### config.mk
export PLATFORM = sky130hd
export DESIGN_NAME = rx_tune_scheduler
export DESIGN_NICKNAME = d
export VERILOG_FILES = /design/src/rtl/rx_core_pkg.sv /design/src/rtl/rx_flush_counter.sv /design/src/rtl/rx_tune_scheduler.sv
export SDC_FILE = /design/constraint.sdc
export NUM_CORES = 1
export LEC_CHECK = 0
export CAP_MARGIN = 20
export CELL_PAD_IN_SITES_DETAIL_PLACEMENT = 0
export CELL_PAD_IN_SITES_GLOBAL_PLACEMENT = 1
export CORE_UTILIZATION = 33
export CTS_CLUSTER_SIZE = 30
export DETAILED_ROUTE_END_ITERATION = 10
export PLACE_DENSITY = 0.66
export SLEW_MARGIN = 15
export SYNTH_ARGS = -nofsm -noshare
export SYNTH_HDL_FRONTEND = slang
export SYNTH_HIERARCHICAL = 1
export SYNTH_SLANG_ARGS = --single-unit
### constraint.sdc
create_clock -name clock -period 4.3 [get_ports clock]
set_input_delay 0.86 -clock clock [delete_from_list [all_inputs] [get_ports clock]]
set_output_delay 0.86 -clock clock [all_outputs]
set_load 0.01 [all_outputs]
### src/rtl/rx_core_pkg.sv
// rtl/rx_core_pkg.sv - shared receiver-core types and default timing parameters
package rx_core_pkg;

   typedef logic [15:0] phase_inc_t;

   typedef enum logic [1:0] {
      IDLE,
      WAIT_ALIGN,
      APPLY,
      FLUSH
   } rx_state_e;

   localparam int unsigned FLUSH_CYCLES_DEFAULT  = 64;
   localparam int unsigned ALIGN_TIMEOUT_DEFAULT = 8;

endpackage

### src/rtl/rx_flush_counter.sv
// rtl/rx_flush_counter.sv - loadable down-counter that flags when a pipeline blanking window ends
module rx_flush_counter #(
   parameter int unsigned      WIDTH       = 16,
   parameter logic [WIDTH-1:0] RESET_VALUE = '0
) (
   input  logic             clock,
   input  logic             reset,
   input  logic             load,
   input  logic             dec,
   input  logic [WIDTH-1:0] load_value,
   output logic             done
);

   logic [WIDTH-1:0] count;

   // Counter parks at zero so done stays asserted until the next load.
   always_ff @(posedge clock or posedge reset) begin
      if (reset) begin
         count <= RESET_VALUE;
      end else if (load) begin
         count <= load_value;
      end else if (dec && (count != '0)) begin
         count <= count - WIDTH'(1);
      end
   end

   assign done = (count == '0);

endmodule

### src/rtl/rx_tune_scheduler.sv
// rtl/rx_tune_scheduler.sv - applies DDS retune requests on the demux path-0 slot and blanks the receiver pipeline afterwards
module rx_tune_scheduler
   import rx_core_pkg::*;
#(
   parameter int unsigned FLUSH_CYCLES  = FLUSH_CYCLES_DEFAULT,
   parameter int unsigned ALIGN_TIMEOUT = ALIGN_TIMEOUT_DEFAULT
) (
   input  logic       clock,
   input  logic       reset,
   input  logic       req_valid,
   output logic       req_ready,
   input  phase_inc_t req_complex_inc,
   input  phase_inc_t req_real_inc,
   input  logic       phase_strobe,
   output phase_inc_t complex_phase_inc,
   output phase_inc_t real_phase_inc,
   output logic       rx_data_valid,
   output logic       align_error,
   output logic [15:0] retune_count
);

   localparam logic [15:0] FLUSH_LOAD = 16'(FLUSH_CYCLES - 1);
   localparam logic [15:0] WAIT_LIMIT = 16'(ALIGN_TIMEOUT);

   rx_state_e   state_q, state_d;
   phase_inc_t  hold_complex, hold_real;
   logic [15:0] wait_cnt;
   logic        retune_pending;
   logic        accept, timeout, flush_load, flush_dec, flush_done;

   rx_flush_counter #(
      .WIDTH       (16),
      .RESET_VALUE (FLUSH_LOAD)
   ) u_flush (
      .clock      (clock),
      .reset      (reset),
      .load       (flush_load),
      .dec        (flush_dec),
      .load_value (FLUSH_LOAD),
      .done       (flush_done)
   );

   always_ff @(posedge clock or posedge reset) begin
      if (reset) begin
         state_q <= FLUSH;
      end else begin
         state_q <= state_d;
      end
   end

   always_comb begin
      state_d    = state_q;
      req_ready  = 1'b0;
      accept     = 1'b0;
      timeout    = 1'b0;
      flush_load = 1'b0;
      flush_dec  = 1'b0;
      case (state_q)
         IDLE: begin
            req_ready = 1'b1;
            if (req_valid) begin
               accept  = 1'b1;
               state_d = WAIT_ALIGN;
            end
         end
         WAIT_ALIGN: begin
            if (phase_strobe) begin
               state_d = APPLY;
            end else if (wait_cnt == WAIT_LIMIT) begin
               timeout = 1'b1;
               state_d = APPLY;
            end
         end
         APPLY: begin
            flush_load = 1'b1;
            state_d    = FLUSH;
         end
         FLUSH: begin
            if (flush_done) begin
               state_d = IDLE;
            end else begin
               flush_dec = 1'b1;
            end
         end
         default: state_d = FLUSH;
      endcase
   end

   // retune_pending keeps the reset-time flush from being counted as a retune.
   always_ff @(posedge clock or posedge reset) begin
      if (reset) begin
         hold_complex      <= '0;
         hold_real         <= '0;
         wait_cnt          <= '0;
         complex_phase_inc <= '0;
         real_phase_inc    <= '0;
         rx_data_valid     <= 1'b0;
         align_error       <= 1'b0;
         retune_count      <= '0;
         retune_pending    <= 1'b0;
      end else begin
         if (accept) begin
            hold_complex <= req_complex_inc;
            hold_real    <= req_real_inc;
            wait_cnt     <= '0;
         end
         if ((state_q == WAIT_ALIGN) && !phase_strobe && !timeout) begin
            wait_cnt <= wait_cnt + 16'd1;
         end
         if (timeout) begin
            align_error <= 1'b1;
         end
         if (state_q == APPLY) begin
            complex_phase_inc <= hold_complex;
            real_phase_inc    <= hold_real;
            rx_data_valid     <= 1'b0;
            retune_pending    <= 1'b1;
         end
         if ((state_q == FLUSH) && flush_done) begin
            rx_data_valid <= 1'b1;
            if (retune_pending) begin
               retune_count   <= retune_count + 16'd1;
               retune_pending <= 1'b0;
            end
         end
      end
   end

endmodule

* After elaboration in Yosys (flattened, before gate mapping)
Index checks and enable logic that the tools add are counted.
** Word-level totals
- Output and inout port bits :: 51
- Register bits :: 117
- Input bits :: 36
- Word-level logic and storage cells :: 58
** Cells by class
- Eq/ne operators :: 7
- Reduce and logical (&&, ||, !) cells :: 14
- Add/subtract/negate cells :: 3
- Multiplexer cells :: 23
** Operators with widths (count)
- 16-bit 2-to-1 mux :: 4
- 16-bit by 1-bit adder with 16-bit output, second input constant :: 2
- 16-bit by 4-bit == test with 1-bit output, second input constant :: 1
- 16-bit zero test :: 1
- 16-bit nonzero test :: 1
- 16-bit by 1-bit subtractor with 16-bit output, second input constant :: 1
- 1-bit 2-to-1 mux :: 14
- 2-bit 2-to-1 mux :: 4
- 2-bit case mux with 4 select lines :: 1
- 2-bit nonzero test :: 3
- 2-bit == test, second input constant :: 2
- 1-bit logical AND :: 4
- 2-bit != test, second input constant :: 2
- 3-bit != test, second input constant :: 1
- 3-bit AND reduction :: 1
- 2-bit by 1-bit == test with 1-bit output, second input constant :: 1
- 1-bit zero test :: 2
- 2-bit zero test :: 1
- 2-bit AND reduction :: 1

* Logic depth before layout (Yosys ltp)
- Word-level depth :: 7
- Depth in mapped cells :: 10
- Depth with buffers taken out :: 10

* Modules after synthesis
Netlist, hierarchy kept.
** By module, submodules not included
- rx_tune_scheduler :: area each 4346.7 um^2, cells an instance 325, seq. area each 2529.9 um^2, times used 1
- rx_flush_counter :: area each 1042.2 um^2, cells an instance 122, seq. area each 407.9 um^2, times used 1

* Worst setup path before layout
Ideal clock, no wire load.
- Kind :: flip-flop to flip-flop
- Start point :: register u_flush.count[0]
- End point :: register u_flush.count[13]
- Setup slack :: 1.340 ns
- Setup time :: 0.126 ns
- Stages on the path, launching flop included :: 11
- Buffers on the path :: 0
- Clock period less this slack :: 2.960 ns
- Data required time :: 4.174 ns
- Arrival time :: 2.834 ns
- Path through :: dfstp_2 -> inv_1 -> ha_1 -> or4b_2 -> or4_4 -> inv_2 -> nor2b_1 -> or4b_1 -> a311oi_1 -> a21oi_1 -> a311o_1
** On the way
- Word-level cells in the longest chain between the ends :: 5
- Elaborated cells on any way between the ends :: 9
- Classes of those cells :: add/sub: 1; mux: 4; reduce/logical: 4
** Ends and longest elaborated chain
- start: declaration :: RTL line rx_flush_counter.sv:14 : logic [WIDTH-1:0] count;
- start signal: assignment :: RTL line rx_flush_counter.sv:21 : count <= load_value;
- start signal: assignment :: RTL line rx_flush_counter.sv:23 : count <= count - WIDTH'(1);
- 16-bit zero test :: RTL line rx_flush_counter.sv:27 : assign done = (count == '0);
- via flush_done :: RTL line rx_tune_scheduler.sv:29 : logic accept, timeout, flush_load, flush_dec, flush_done;
- 1-bit 2-to-1 mux :: RTL line rx_tune_scheduler.sv:79 : if (flush_done) begin
- 1-bit 2-to-1 mux :: RTL line rx_tune_scheduler.sv:58 : case (state_q)
- via flush_dec :: RTL line rx_tune_scheduler.sv:29
- 1-bit logical AND :: RTL line rx_flush_counter.sv:22 : end else if (dec && (count != '0)) begin
- 2-bit nonzero test (no source line)
The timed path passes the listed nets, and every way through them passes these cells. The select of a mux whose other input is x is not followed.
A chain may end at the register's enable or synchronous reset.

* Worst setup path after layout
- Start point :: register u_flush.count[0]
- End point :: register u_flush.count[10]
Same word-level chain as after synthesis.

==> flow_metrics.env <==
export IMPL_drtIter0Drc=129
export IMPL_grt_busiest_layer="met2"
export IMPL_synth_top_area_share=0.506
export IMPL_leakagePower_nw=3.09
export IMPL_regToRegSetupSlack_ns=0.94
export IMPL_htree_levels=4
export IMPL_cts_made_buffers=17
export IMPL_grtUsageMet2=0.235
export IMPL_clock_latency_ns=0.41
export IMPL_grt_pass1_vias=4038
export IMPL_crit_path_start="u_flush/count[0]"
export IMPL_yosys_area_top_type="dfrtp_1"
export IMPL_synth_area_leaders="dfrtp_1 51%, mux2_2 14%, dfstp_2 3.9%, ha_1 1.9%, a211o_1 1.8%"
export IMPL_synth_area_um2=5390
export IMPL_fin_crit_sh=0.780
export IMPL_max_slew_margin_rel=0.324
export IMPL_io_buffers=86
export IMPL_finalHoldViolations=0
export IMPL_clock_sinks=117
export IMPL_use_met1=0.186
export IMPL_layout_drive_gt1_share=0.213
export IMPL_use_met3=0.0779
export IMPL_coreArea_um2=15900
export IMPL_start_util=0.339
export IMPL_vias=3851
export IMPL_finClkSkew_ns=0.00752
export IMPL_gp_congestion=0.811
export IMPL_critPathKind="reg2reg"
export IMPL_dr_pass1_iters=4
export IMPL_slew_violations=0
export IMPL_fmax_mhz=298
export IMPL_synth_edf_count=0
export IMPL_worst_pin_slew_ns=1.01
export IMPL_setup_viol_count_final=0
export IMPL_hp_class="reg2reg"
export IMPL_synth_distinct_cells=58
export IMPL_rr_worst_depth=10
export IMPL_peakVddDrop_v=0.000385
export IMPL_powerDensity_nw_per_um2=683
export IMPL_syn_inst=447
export IMPL_ys_ff_latch=117
export IMPL_fin_nets=599
export IMPL_clk_pin_slew_ns=0.06
export IMPL_cts_root_buf="clkbuf_16"
export IMPL_cp_data_required_time_ns=4.63
export IMPL_gr_usage_all_layers=0.154
export IMPL_final_area_um2=7160
export IMPL_dp_hpwl_um=8020
export IMPL_die_w_um=130
export IMPL_drv_cap=0
export IMPL_avgSynthCellArea_um2=12.1
export IMPL_ant_nets=0
export IMPL_rsz0062_at_grt="false"
export IMPL_ys_async_sr_fraction=1.00
export IMPL_cp_arrival_ns=3.69
export IMPL_period_needed_ns=3.36
export IMPL_vias_per_cell=4.92
export IMPL_fp_dieH_um=130
export IMPL_ys_warn_count=6
export IMPL_wire_per_inst_um=15.0
export IMPL_dpl_instance_area_um2=6540
export IMPL_cts_tree="yes"
export IMPL_synthToLayoutAreaGrowth_pct=32.9
export IMPL_yosysSeqAreaShare=0.545
export IMPL_crit_fanout=8
export IMPL_post_cts_buffers=0
export IMPL_synth_common_cells="109 x dfrtp_1, 65 x mux2_2, 24 x nand2_1, 20 x nor2_1, 19 x nand3_1"
export IMPL_final_core_util=0.451
export IMPL_finalWirelength_um=11700
export IMPL_cts_hold_buf=0
export IMPL_synth_most_common_cell="dfrtp_1"
export IMPL_clk_path_buf_depth=2
export IMPL_grt_overflow=0
export IMPL_num_fill_cells=1491
export IMPL_endpoint_kind="flop"
export IMPL_reg2reg_to="u_flush/count[10]"
export IMPL_cts_resized_gates=0
export IMPL_startpoint_type="flop"
export IMPL_endpoint="u_flush/count[10]"
export IMPL_grt_max_degree=85
export IMPL_r2r_start="u_flush/count[0]"
export IMPL_grt_pass1_wl_um=19900
export IMPL_antenna_cells=0
export IMPL_holdPathStages=1
export IMPL_drc=0
export IMPL_hold_slack_ns=0.481
export IMPL_status="completed"
export IMPL_setup_tns_ns=0
export IMPL_boundaryPins=87
export IMPL_die_area_um2=16800
export IMPL_synthFlopType="dfrtp_1"
export IMPL_antenna_found_initial=0
export IMPL_rows=46
[per-layer routing]
metal  part of all wire  vias to the layer above
met5                  0                        -
met4              0.017                        0
met3              0.087                       14
met2               0.45                       92
met1               0.45                     1902
li1                   -                     1843
[how the worst min path moves through the flow]
stage / startpoint / end / slack [ns]
2_1_floorplan: hold_complex[10] / complex_phase_inc[10] / 0.47
3_3_place_gp: align_error / align_error / 0.46
3_5_place_dp: align_error / align_error / 0.47
4_1_cts: align_error / align_error / 0.48
5_1_grt: retune_count[15] / retune_count[15] / 0.50
6_report: retune_count[15] / retune_count[15] / 0.48
[registers in the layout, indices dropped and copies added (netlist names), 2 cells and up]
register and cells:
hold_complex 16, complex_phase_inc 16, state_q 2, hold_real 16
u_flush/count 16, real_phase_inc 16, wait_cnt 16, retune_count 16
[report_power, final]
group / internal (W) / switching, W
clock network: 0.000982 / 0.000505
registers: 0.00155 / 0.000286
logic: 0.000877 / 0.000689
[layout by cell type, fill, tap and decap left out, types with 6 or more instances in the layout]
master	instances
and3_1	13
ha_1	7
nand2_1	24
nor4_1	6
clkbuf_16	17
clkdlybuf4s50_1	86
dfstp_2	8
nand4_1	13
a21oi_1	7
nand3_1	19
xor2_1	9
mux2_2	65
o21ai_0	7
a211o_1	11
dfrtp_1	109
xnor2_1	11
nor3_1	18
inv_1	13
nor2_1	20
conb_1	16
[kinds of logic (layout without fill, tap and decap cells)]
family | Yosys count | in the layout | share of synthesized area
buffers and inverters | 30 | 136 | 0.0232
AND/OR/NAND/NOR | 148 | 148 | 0.161
other | 2 | 16 | 0.00139
flip-flops | 117 | 117 | 0.545
AO/OA/AOI/OAI | 54 | 54 | 0.0759
multiplexers | 68 | 68 | 0.142
XOR/XNOR | 20 | 20 | 0.0325
adder cells (fa/ha/maj) | 8 | 8 | 0.0186
[critical path, cell delays in order (launching register included)]
cell,delay [ns]
dfstp_2,0.53
inv_1,0.06
ha_1,0.26
or4b_2,0.25
or4_4,0.13
inv_2,0.06
nor2b_1,0.47
nor4bb_1,0.63
o211ai_1,0.27
or4_1,0.45
a31oi_1,0.16
[area by class of cell]
class                   instances  area [µm²]  area share
flip-flops and latches        117        2940       0.410
multi-input cells             314        2380       0.332
repair buffers                 90         891       0.124
clock buffers                  19         443      0.0618
well taps                     216         270      0.0377
clock inverters                12         179      0.0250
inverters                      15        61.3     0.00856
[metrics by stage]
| step | cells | setup slack, ns | power, W |
|---|---|---|---|
| after floorplan | 461 | 0.796 | 0.00281 |
| after global placement | 752 | 1.06 | 0.00339 |
| after detailed placement | 752 | 0.944 | 0.00344 |
| after CTS | 783 | 0.951 | 0.00496 |
| after global routing | 783 | 0.678 | 0.00521 |
| final | 783 | 0.944 | 0.00489 |
Note: power is estimated with default switching activity, not from simulation.
